===== src/rtl/mux_scan_n_if.sv =====
// mux_scan_n_if: bundles the channel bus and control/observation signals of
// mux_scan_n.
//   data_in  : N*W packed channels, channel c at [c*W +: W], channel 0 in LSBs
//   mode     : 0 = manual select, 1 = auto-scan
//   sel      : manual channel select (ignored in scan mode)
//   hold     : freezes the scan pointer and dwell counter
//   data_out : registered selected channel data
//   ch_out   : channel index carried by data_out
//   valid    : data_out holds a legal channel's data
//   wrap     : pulse on the final dwell cycle of channel N-1 in scan mode
// Modports: master drives the inputs and observes the outputs; slave is the
// mux side.
interface mux_scan_n_if #(
  parameter int W    = 1,
  parameter int N    = 8,
  parameter int SELW = 3
);
  logic [N*W-1:0]  data_in;
  logic            mode;
  logic [SELW-1:0] sel;
  logic            hold;
  logic [W-1:0]    data_out;
  logic [SELW-1:0] ch_out;
  logic            valid;
  logic            wrap;

  modport master (
    output data_in, mode, sel, hold,
    input  data_out, ch_out, valid, wrap
  );

  modport slave (
    input  data_in, mode, sel, hold,
    output data_out, ch_out, valid, wrap
  );
endinterface


===== src/rtl/mux_scan_n.sv =====
// mux_scan_n: registered N-to-1 multiplexer of W-bit channels with a manual
// select mode and an auto-scan mode that steps a channel pointer through all
// channels, dwelling DWELL cycles on each.
// Ports:
//   clk  : rising-edge clock
//   rst  : synchronous active-high reset, clears outputs, pointer and counter
//   bus  : mux_scan_n_if.slave (data_in, mode, sel, hold -> data_out,
//          ch_out, valid, wrap)
// Output latency is one cycle in both modes.
module mux_scan_n #(
  parameter int W     = 1,
  parameter int N     = 8,
  parameter int SELW  = 3,
  parameter int DWELL = 1
) (
  input  logic          clk,
  input  logic          rst,
  mux_scan_n_if.slave   bus
);

  localparam int CNTW = (DWELL > 1) ? $clog2(DWELL) : 1;
  localparam logic [SELW:0]   NUM_CH   = (SELW+1)'(N);
  localparam logic [SELW-1:0] LAST_CH  = SELW'(N - 1);
  localparam logic [CNTW-1:0] LAST_CNT = CNTW'(DWELL - 1);

  logic [SELW-1:0] ptr_q, ptr_d;
  logic [CNTW-1:0] cnt_q, cnt_d;
  logic [W-1:0]    data_out_q, data_out_d;
  logic [SELW-1:0] ch_out_q, ch_out_d;
  logic            valid_q, valid_d;
  logic            wrap_q, wrap_d;

  logic [SELW-1:0] idx;
  logic [W-1:0]    sel_data;
  logic            in_range;

  // Channel lookup by comparison so an out-of-range index yields zero
  // instead of reading past the end of data_in.
  always_comb begin
    idx      = bus.mode ? ptr_q : bus.sel;
    sel_data = '0;
    for (int c = 0; c < N; c++) begin
      if (idx == SELW'(c)) sel_data = bus.data_in[c*W +: W];
    end
    in_range = ({1'b0, bus.sel} < NUM_CH);
  end

  always_comb begin
    ptr_d      = ptr_q;
    cnt_d      = cnt_q;
    data_out_d = sel_data;
    ch_out_d   = idx;
    valid_d    = 1'b1;
    wrap_d     = 1'b0;
    if (!bus.mode) begin
      // Manual mode parks the scan state so each scan entry starts fresh.
      ptr_d   = '0;
      cnt_d   = '0;
      valid_d = in_range;
    end else if (!bus.hold) begin
      if (cnt_q == LAST_CNT) begin
        cnt_d  = '0;
        ptr_d  = (ptr_q == LAST_CH) ? '0 : ptr_q + SELW'(1);
        wrap_d = (ptr_q == LAST_CH);
      end else begin
        cnt_d = cnt_q + CNTW'(1);
      end
    end
  end

  always_ff @(posedge clk) begin
    if (rst) begin
      ptr_q      <= '0;
      cnt_q      <= '0;
      data_out_q <= '0;
      ch_out_q   <= '0;
      valid_q    <= 1'b0;
      wrap_q     <= 1'b0;
    end else begin
      ptr_q      <= ptr_d;
      cnt_q      <= cnt_d;
      data_out_q <= data_out_d;
      ch_out_q   <= ch_out_d;
      valid_q    <= valid_d;
      wrap_q     <= wrap_d;
    end
  end

  assign bus.data_out = data_out_q;
  assign bus.ch_out   = ch_out_q;
  assign bus.valid    = valid_q;
  assign bus.wrap     = wrap_q;

endmodule


===== src/flat_wrapper.sv =====
// flat-port wrapper written by rule: the top's interface ports become plain ports
module mux_scan_n_flat 
#(
  parameter int W     = 1,
  parameter int N     = 8,
  parameter int SELW  = 3,
  parameter int DWELL = 1
)
  (clk, rst, bus_data_in, bus_mode, bus_sel, bus_hold, bus_data_out, bus_ch_out, bus_valid, bus_wrap);
  mux_scan_n_if #(.W(W), .N(N), .SELW(SELW)) bus_i ();
  input  logic clk;
  input  logic rst;
  input wire logic [$bits(bus_i.data_in)-1:0] bus_data_in;
  input wire logic [$bits(bus_i.mode)-1:0] bus_mode;
  input wire logic [$bits(bus_i.sel)-1:0] bus_sel;
  input wire logic [$bits(bus_i.hold)-1:0] bus_hold;
  output wire logic [$bits(bus_i.data_out)-1:0] bus_data_out;
  output wire logic [$bits(bus_i.ch_out)-1:0] bus_ch_out;
  output wire logic [$bits(bus_i.valid)-1:0] bus_valid;
  output wire logic [$bits(bus_i.wrap)-1:0] bus_wrap;
  assign bus_i.data_in = bus_data_in;
  assign bus_i.mode = bus_mode;
  assign bus_i.sel = bus_sel;
  assign bus_i.hold = bus_hold;
  assign bus_data_out = bus_i.data_out;
  assign bus_ch_out = bus_i.ch_out;
  assign bus_valid = bus_i.valid;
  assign bus_wrap = bus_i.wrap;
  mux_scan_n #(.W(W), .N(N), .SELW(SELW), .DWELL(DWELL)) u_core (.clk(clk), .rst(rst), .bus(bus_i));
endmodule

===== config.mk =====
export PLATFORM = sky130hd
export DESIGN_NAME = mux_scan_n_flat
export DESIGN_NICKNAME = d
export VERILOG_FILES = /design/src/rtl/mux_scan_n_if.sv /design/src/rtl/mux_scan_n.sv /design/src/flat_wrapper.sv
export SDC_FILE = /design/constraint.sdc
export NUM_CORES = 1
export LEC_CHECK = 0
export CAP_MARGIN = 0
export CORE_AREA = 2 2 39 41
export DETAILED_ROUTE_END_ITERATION = 12
export DIE_AREA = 0 0 41 43
export GPL_ROUTABILITY_DRIVEN = 1
export GPL_TIMING_DRIVEN = 0
export SLEW_MARGIN = 20
export SYNTH_ARGS = -nofsm -noshare
export SYNTH_HDL_FRONTEND = slang
export SYNTH_SLANG_ARGS = --single-unit

===== constraint.sdc =====
create_clock -name clk -period 1.99 [get_ports clk]
set_input_delay 0.199 -clock clk [delete_from_list [all_inputs] [get_ports clk]]
set_output_delay 0.199 -clock clk [all_outputs]
set_load 0.02 [all_outputs]

==> reports/metrics.yaml, run 1 <==
worst_setup_path:
  setup.worst_path.end_class: "flop"
  startpoint: "bus_mode"
  r2r_start: "u_core.ptr_q[1]"
  cp_slowest_stage_delay_ns: 0.60
  crit_type: "in2reg"
  cp_slowest_cell: "mux4_1"
  start_kind: "input port"
  cp_max_fo: 4
  crit_path_frequent_cell: "mux2i_1"
  worstPathArrival_ns: 1.95
  worstPathRequired_ns: 2.14
  crit_chain: "clkdlybuf4s50_1 -> mux2i_1 -> mux4_1 -> mux2i_1 -> nor2_1"
grt:
  grt_pass1_wl_um: 1242
  first_global_vias: 326
  antenna_found_initial: 0
  grt_overflow: 0
  grt_usage_pct: 11.71
  grt_max_degree: 7
floorplan:
  ios: 21
  start_util_pct: 26.85
  die_area_um2: 1763
  core_um2: 1384
  die_x_um: 41
  num_rows: 14
  dieHeight_um: 43
sta:
  hold_slack_ns: 0.5388
  final-hold-violation-count: 0
  tightest_slew_ns: 0.3246
  max_freq_mhz: 555.7
  fin_skew_ns: 0.003320
  finalCritPeriodShare_pct: 90.42
  slew_headroom_pct: 77.74
  setup_viol: 0
  fin_tns_setup_ns: 0
  drv_slew: 0
  rsz0062_at_grt: "false"
  worst_slack_ns: 0.1906
  period_needed_ns: 1.799
logic_synthesis:
  synth.largest_area_cell: "dfxtp_1"
  synth.top_cell.area_share_pct: 48.48
  ys.warnings.count: 0
  yosysSeqAreaShare_pct: 48.48
  netlist_instances: 32
  yosysUniqueCellTypes: 10
  netlist_top_cells_area: "dfxtp_1 (48%), mux4_1 (14%), mux2i_1 (13%)"
  synth_area_um2: 371.6
  avgSynthCellArea_um2: 11.61
  synthesis.nets: 49
  ys_ff_latch: 9
pwr:
  p_leak_nw: 0.2658
  powerDensity_nw_per_um2: 653.6
  power_mw: 0.4040
  ir_drop_mv: 0.2780
route:
  wl_um: 728
  dr.pass1.iters: 2
  viasPerCell: 4.556
  drtIter0Drc: 3
  via_count: 328
  antenna_left: 0
  wl_per_cell_um: 10.11
  drc: 0
final_layout:
  fin_area_um2: 618.1
  synthToLayoutAreaGrowth_pct: 66.33
  final_util_pct: 44.67
  diodes: 0
  finalNetCount: 74
  stdcell_count: 72
  layout-drive-gt1-share_pct: 5.357
hold_path:
  hp-class: "reg2reg"
  holdCritStartpoint: "u_core.ptr_q[1]"
clock_tree:
  path_clk_slew_ns: 0.06
  cts_root_buf: "clkbuf_4"
  hold_buffers: 0
  clockBufferDepth: 2
  htreeDepth: 1
  numCtsBuffers: 3
  cts_tree: "built"
  clock_latency_ns: 0.26
  post_cts_buffers: 0
  cts_resized: 0
  cts_num_sinks: 9
outcome:
  outcome: "completed"
placement:
  routabilityCongestion: 0.6737
  place_area_um2: 591.8
  place_ws_ns: -0.1294
  place_inst: 68
  dp_hpwl_um: 629.5
  port_buffers: 20
job:
  maxCapViolations: 0
placed cells by master, fill, tap and decap left out, types with 2 or more instances in the layout:
cell / instances
ha_1: 2
nor3b_1: 2
a21oi_1: 2
mux2i_1: 5
nor2_1: 7
clkdlybuf4s50_1: 20
clkbuf_4: 3
mux4_1: 2
dfxtp_1: 9
state kept, by name, indices dropped and copies added (netlist names):
register	count
u_core.bus.ch_out	3
u_core.bus.data_out	1
u_core.bus.valid	1
u_core.bus.wrap	1
u_core.ptr_q	3
area by class of cell:
class | count | area [um^2]
Sequential cell | 9 | 180.2
Inverter | 1 | 3.754
Fill cell | 143 | 765.7
Clock buffer | 4 | 26.28
Timing Repair Buffer | 20 | 200.2
Tap cell | 16 | 20.02
Multi-Input combinational cell | 22 | 187.7
critical path, delay by kind of cell:
| family | cells | cell delay [ns] |
|---|---|---|
| multiplexers | 3 | 1.12 |
| buffers and inverters | 1 | 0.58 |
| AND/OR/NAND/NOR | 1 | 0.05 |
report_power, final:
group          leakage, nW  internal [mW]  switching [mW]
Sequential          0.0738          0.187         0.00256
Combinational        0.177         0.0472          0.0256
Clock               0.0150         0.0773          0.0641
Total                0.266          0.312          0.0923
synth_stat cells:
master / instances
dfxtp_1: 9
nor2_1: 7
mux2i_1: 5
a21oi_1: 2
ha_1: 2
mux4_1: 2
nor3b_1: 2
inv_1: 1
nand2_1: 1
nor3_1: 1
cell families after synthesis:
family                   after synthesis  synth area share (%)
AND/OR/NAND/NOR                       11                 13.47
flip-flops                             9                 48.48
multiplexers                           7                 27.61
AO/OA/AOI/OAI                          2                 2.694
adder cells (fa/ha/maj)                2                 6.733
buffers and inverters                  1                 1.009
metal layers:
metal,vias to the layer above,GRT usage (%),routed length [um]
met5,-,0,0
met4,0,14.00,17
met3,2,3.141,44
met2,16,16.25,384
met1,145,12.09,282
li1,165,-,-
path summary, 6_finish.rpt:
kind                                            end  cells after the start  slack (ns)
worst max-delay path            u_core.bus.data_out                      5        0.19
worst min-delay path                u_core.ptr_q[1]                      2        0.54
worst min register to register      u_core.ptr_q[1]                      2        0.54
worst max register to register  u_core.bus.data_out                      4        0.46
Note: power is estimated with default switching activity, not from simulation.
==> inputs of run 2 (changes only) <==
CELL_PAD_IN_SITES_DETAIL_PLACEMENT = 0   (was not set)
CELL_PAD_IN_SITES_GLOBAL_PLACEMENT = 1   (was not set)
CORE_AREA = not set   (was 2 2 39 41)
CORE_MARGIN = 2   (was not set)
CORE_UTILIZATION = 25   (was not set)
DIE_AREA = not set   (was 0 0 41 43)
PLACE_DENSITY_LB_ADDON = 0.1   (was not set)
==> reports/metrics.yaml, run 2 (synthesis results as in run 1) <==
outcome:
  outcome: "completed"
worst_setup_path:
  worstPathArrival_ns: 1.92
  crit_type: "in2reg"
  crit_path_frequent_cell: "mux2i_1"
  r2r_start: "u_core.ptr_q[1]"
  setup.worst_path.end_class: "flop"
  cp_num_buf_inv: 1
  start_kind: "input port"
  worstPathRequired_ns: 2.14
  startpoint: "bus_mode"
  crit_chain: "clkdlybuf4s50_1 -> mux2i_1 -> mux4_1 -> mux2i_1 -> nor2_1"
  cp_slowest_cell: "mux4_1"
  cp_slowest_stage_delay_ns: 0.59
  cp_max_fo: 4
  cpLargestDelayFamily: "multiplexers"
placement:
  routabilityCongestion: 0.6479
  place_area_um2: 590.6
  dp_hpwl_um: 696.8
  port_buffers: 20
hold_path:
  hp-class: "reg2reg"
  holdCritStartpoint: "u_core.ptr_q[1]"
floorplan:
  num_rows: 13
  die_x_um: 42.56
  start_util_pct: 27.53
  dieHeight_um: 42.56
  ios: 21
  core_um2: 1350
  die_area_um2: 1811
route:
  viasPerCell: 4.690
  drtIter0Drc: 4
  wl_per_cell_um: 11.45
  drc: 0
  wl_um: 813
  antenna_left: 0
  dr.pass1.iters: 4
  via_count: 333
final_layout:
  multi_input_area_um2: 187.7
  layout_commonest_cell: "clkdlybuf4s50_1"
  synthToLayoutAreaGrowth_pct: 66.33
  diodes: 0
  layout-drive-gt1-share_pct: 7.143
  final_cell_mix: "clkdlybuf4s50_1 (20), dfxtp_1 (9), nor2_1 (7)"
  regArea_um2: 180.2
  finalNetCount: 74
  nFillCells: 133
  fin_area_um2: 618.1
clock_tree:
  numCtsBuffers: 3
  post_cts_buffers: 0
  htreeDepth: 1
  clock_latency_ns: 0.26
  clockBufferDepth: 2
  cts_resized: 0
  cts_tree: "built"
  cts_num_sinks: 9
  path_clk_slew_ns: 0.06
  hold_buffers: 0
  cts_root_buf: "clkbuf_4"
sta:
  period_needed_ns: 1.766
  drv_slew: 0
  fin_skew_ns: 0.003790
  slew_headroom_pct: 78.57
  final-hold-violation-count: 0
  finalCritPeriodShare_pct: 88.72
  rsz0062_at_grt: "false"
  max_freq_mhz: 566.4
  setup_viol: 0
  tightest_slew_ns: 0.3125
pwr:
  p_switching_mw: 0.09366
  power_frac_comb_pct: 18.1
  p_leak_nw: 0.2685
  p_seq_share_pct: 47.2
  intPower_mw: 0.3086
  power_mw: 0.4022
  netSwitchingFraction_pct: 23.28
  clockPowerShare_pct: 34.7
  powerDensity_nw_per_um2: 650.8
  ir_drop_mv: 0.2577
grt:
  grt_usage_pct: 10.36
  grt_pass1_wl_um: 1304
  first_global_vias: 297
  antenna_found_initial: 0
  grt_overflow: 0
  grt_max_degree: 7
job:
  maxCapViolations: 0
run 2: cell count changes in the layout (fill, tap and decap cells not counted):
cell | before | now
clkinv_2 | 0 | 1
clkbuf_1 | 1 | 0
run 2: cell type report:
cell class                      instances  share of cell area [%]
Timing Repair Buffer                   20                   32.39
Sequential cell                         9                   29.15
Multi-Input combinational cell         22                   30.36
Clock buffer                            3                   3.644
Inverter                                1                  0.6073
Clock inverter                          1                  0.8097
Tap cell                               15                   3.036
run 2: stage by stage:
| step | util [%] | hold slack, ns | TNS, ns | instances | setup WS (ns) |
|---|---|---|---|---|---|
| 2_1_floorplan | - | 0.2714 | 0 | 32 | 0.5837 |
| 3_3_place_gp | 43.74 | 0.5221 | -0.04851 | 67 | -0.04851 |
| 3_5_place_dp | 43.74 | 0.5304 | -0.07466 | 67 | -0.07466 |
| 4_1_cts | 45.78 | 0.5459 | 0 | 71 | 0.2063 |
| 5_1_grt | 45.78 | 0.5580 | 0 | 71 | 0.05485 |
| 6_report | 45.78 | 0.5395 | 0 | 71 | 0.2245 |
run 2: tightest hold or removal path, delay by kind of cell, from the launching register on:
| kind | cells | cell delay, ns |
|---|---|---|
| and+or+nand+nor | 1 | 0.08 |
| AOI/OAI and AO/OA | 1 | 0.08 |
| DFF | 1 | 0.35 |
run 2: power by group through the flow:
stage	logic (mW)	registers, mW	clock network [mW]
after global placement	0.0721	0.194	0
after floorplan	0.0210	0.201	0
after global routing	0.0782	0.190	0.157
after detailed placement	0.0737	0.194	0
after CTS	0.0739	0.190	0.146
final	0.0730	0.190	0.139
run 2: worst paths after layout:
check | depth (start not counted) | slack, ns | endpoint
hold reg to reg | 2 | 0.54 | u_core.ptr_q[1]
setup / recovery | 5 | 0.22 | u_core.bus.data_out
hold / removal | 2 | 0.54 | u_core.ptr_q[1]
setup reg to reg | 4 | 0.49 | u_core.bus.data_out
run 2: per-layer routing:
metal	track usage [%]	vias to the layer above	part of all wire [%]
li1	-	163	-
met3	6.466	2	9.1
met4	5.625	0	1.2
met2	17.23	15	51
met1	9.686	153	38
met5	0	-	0
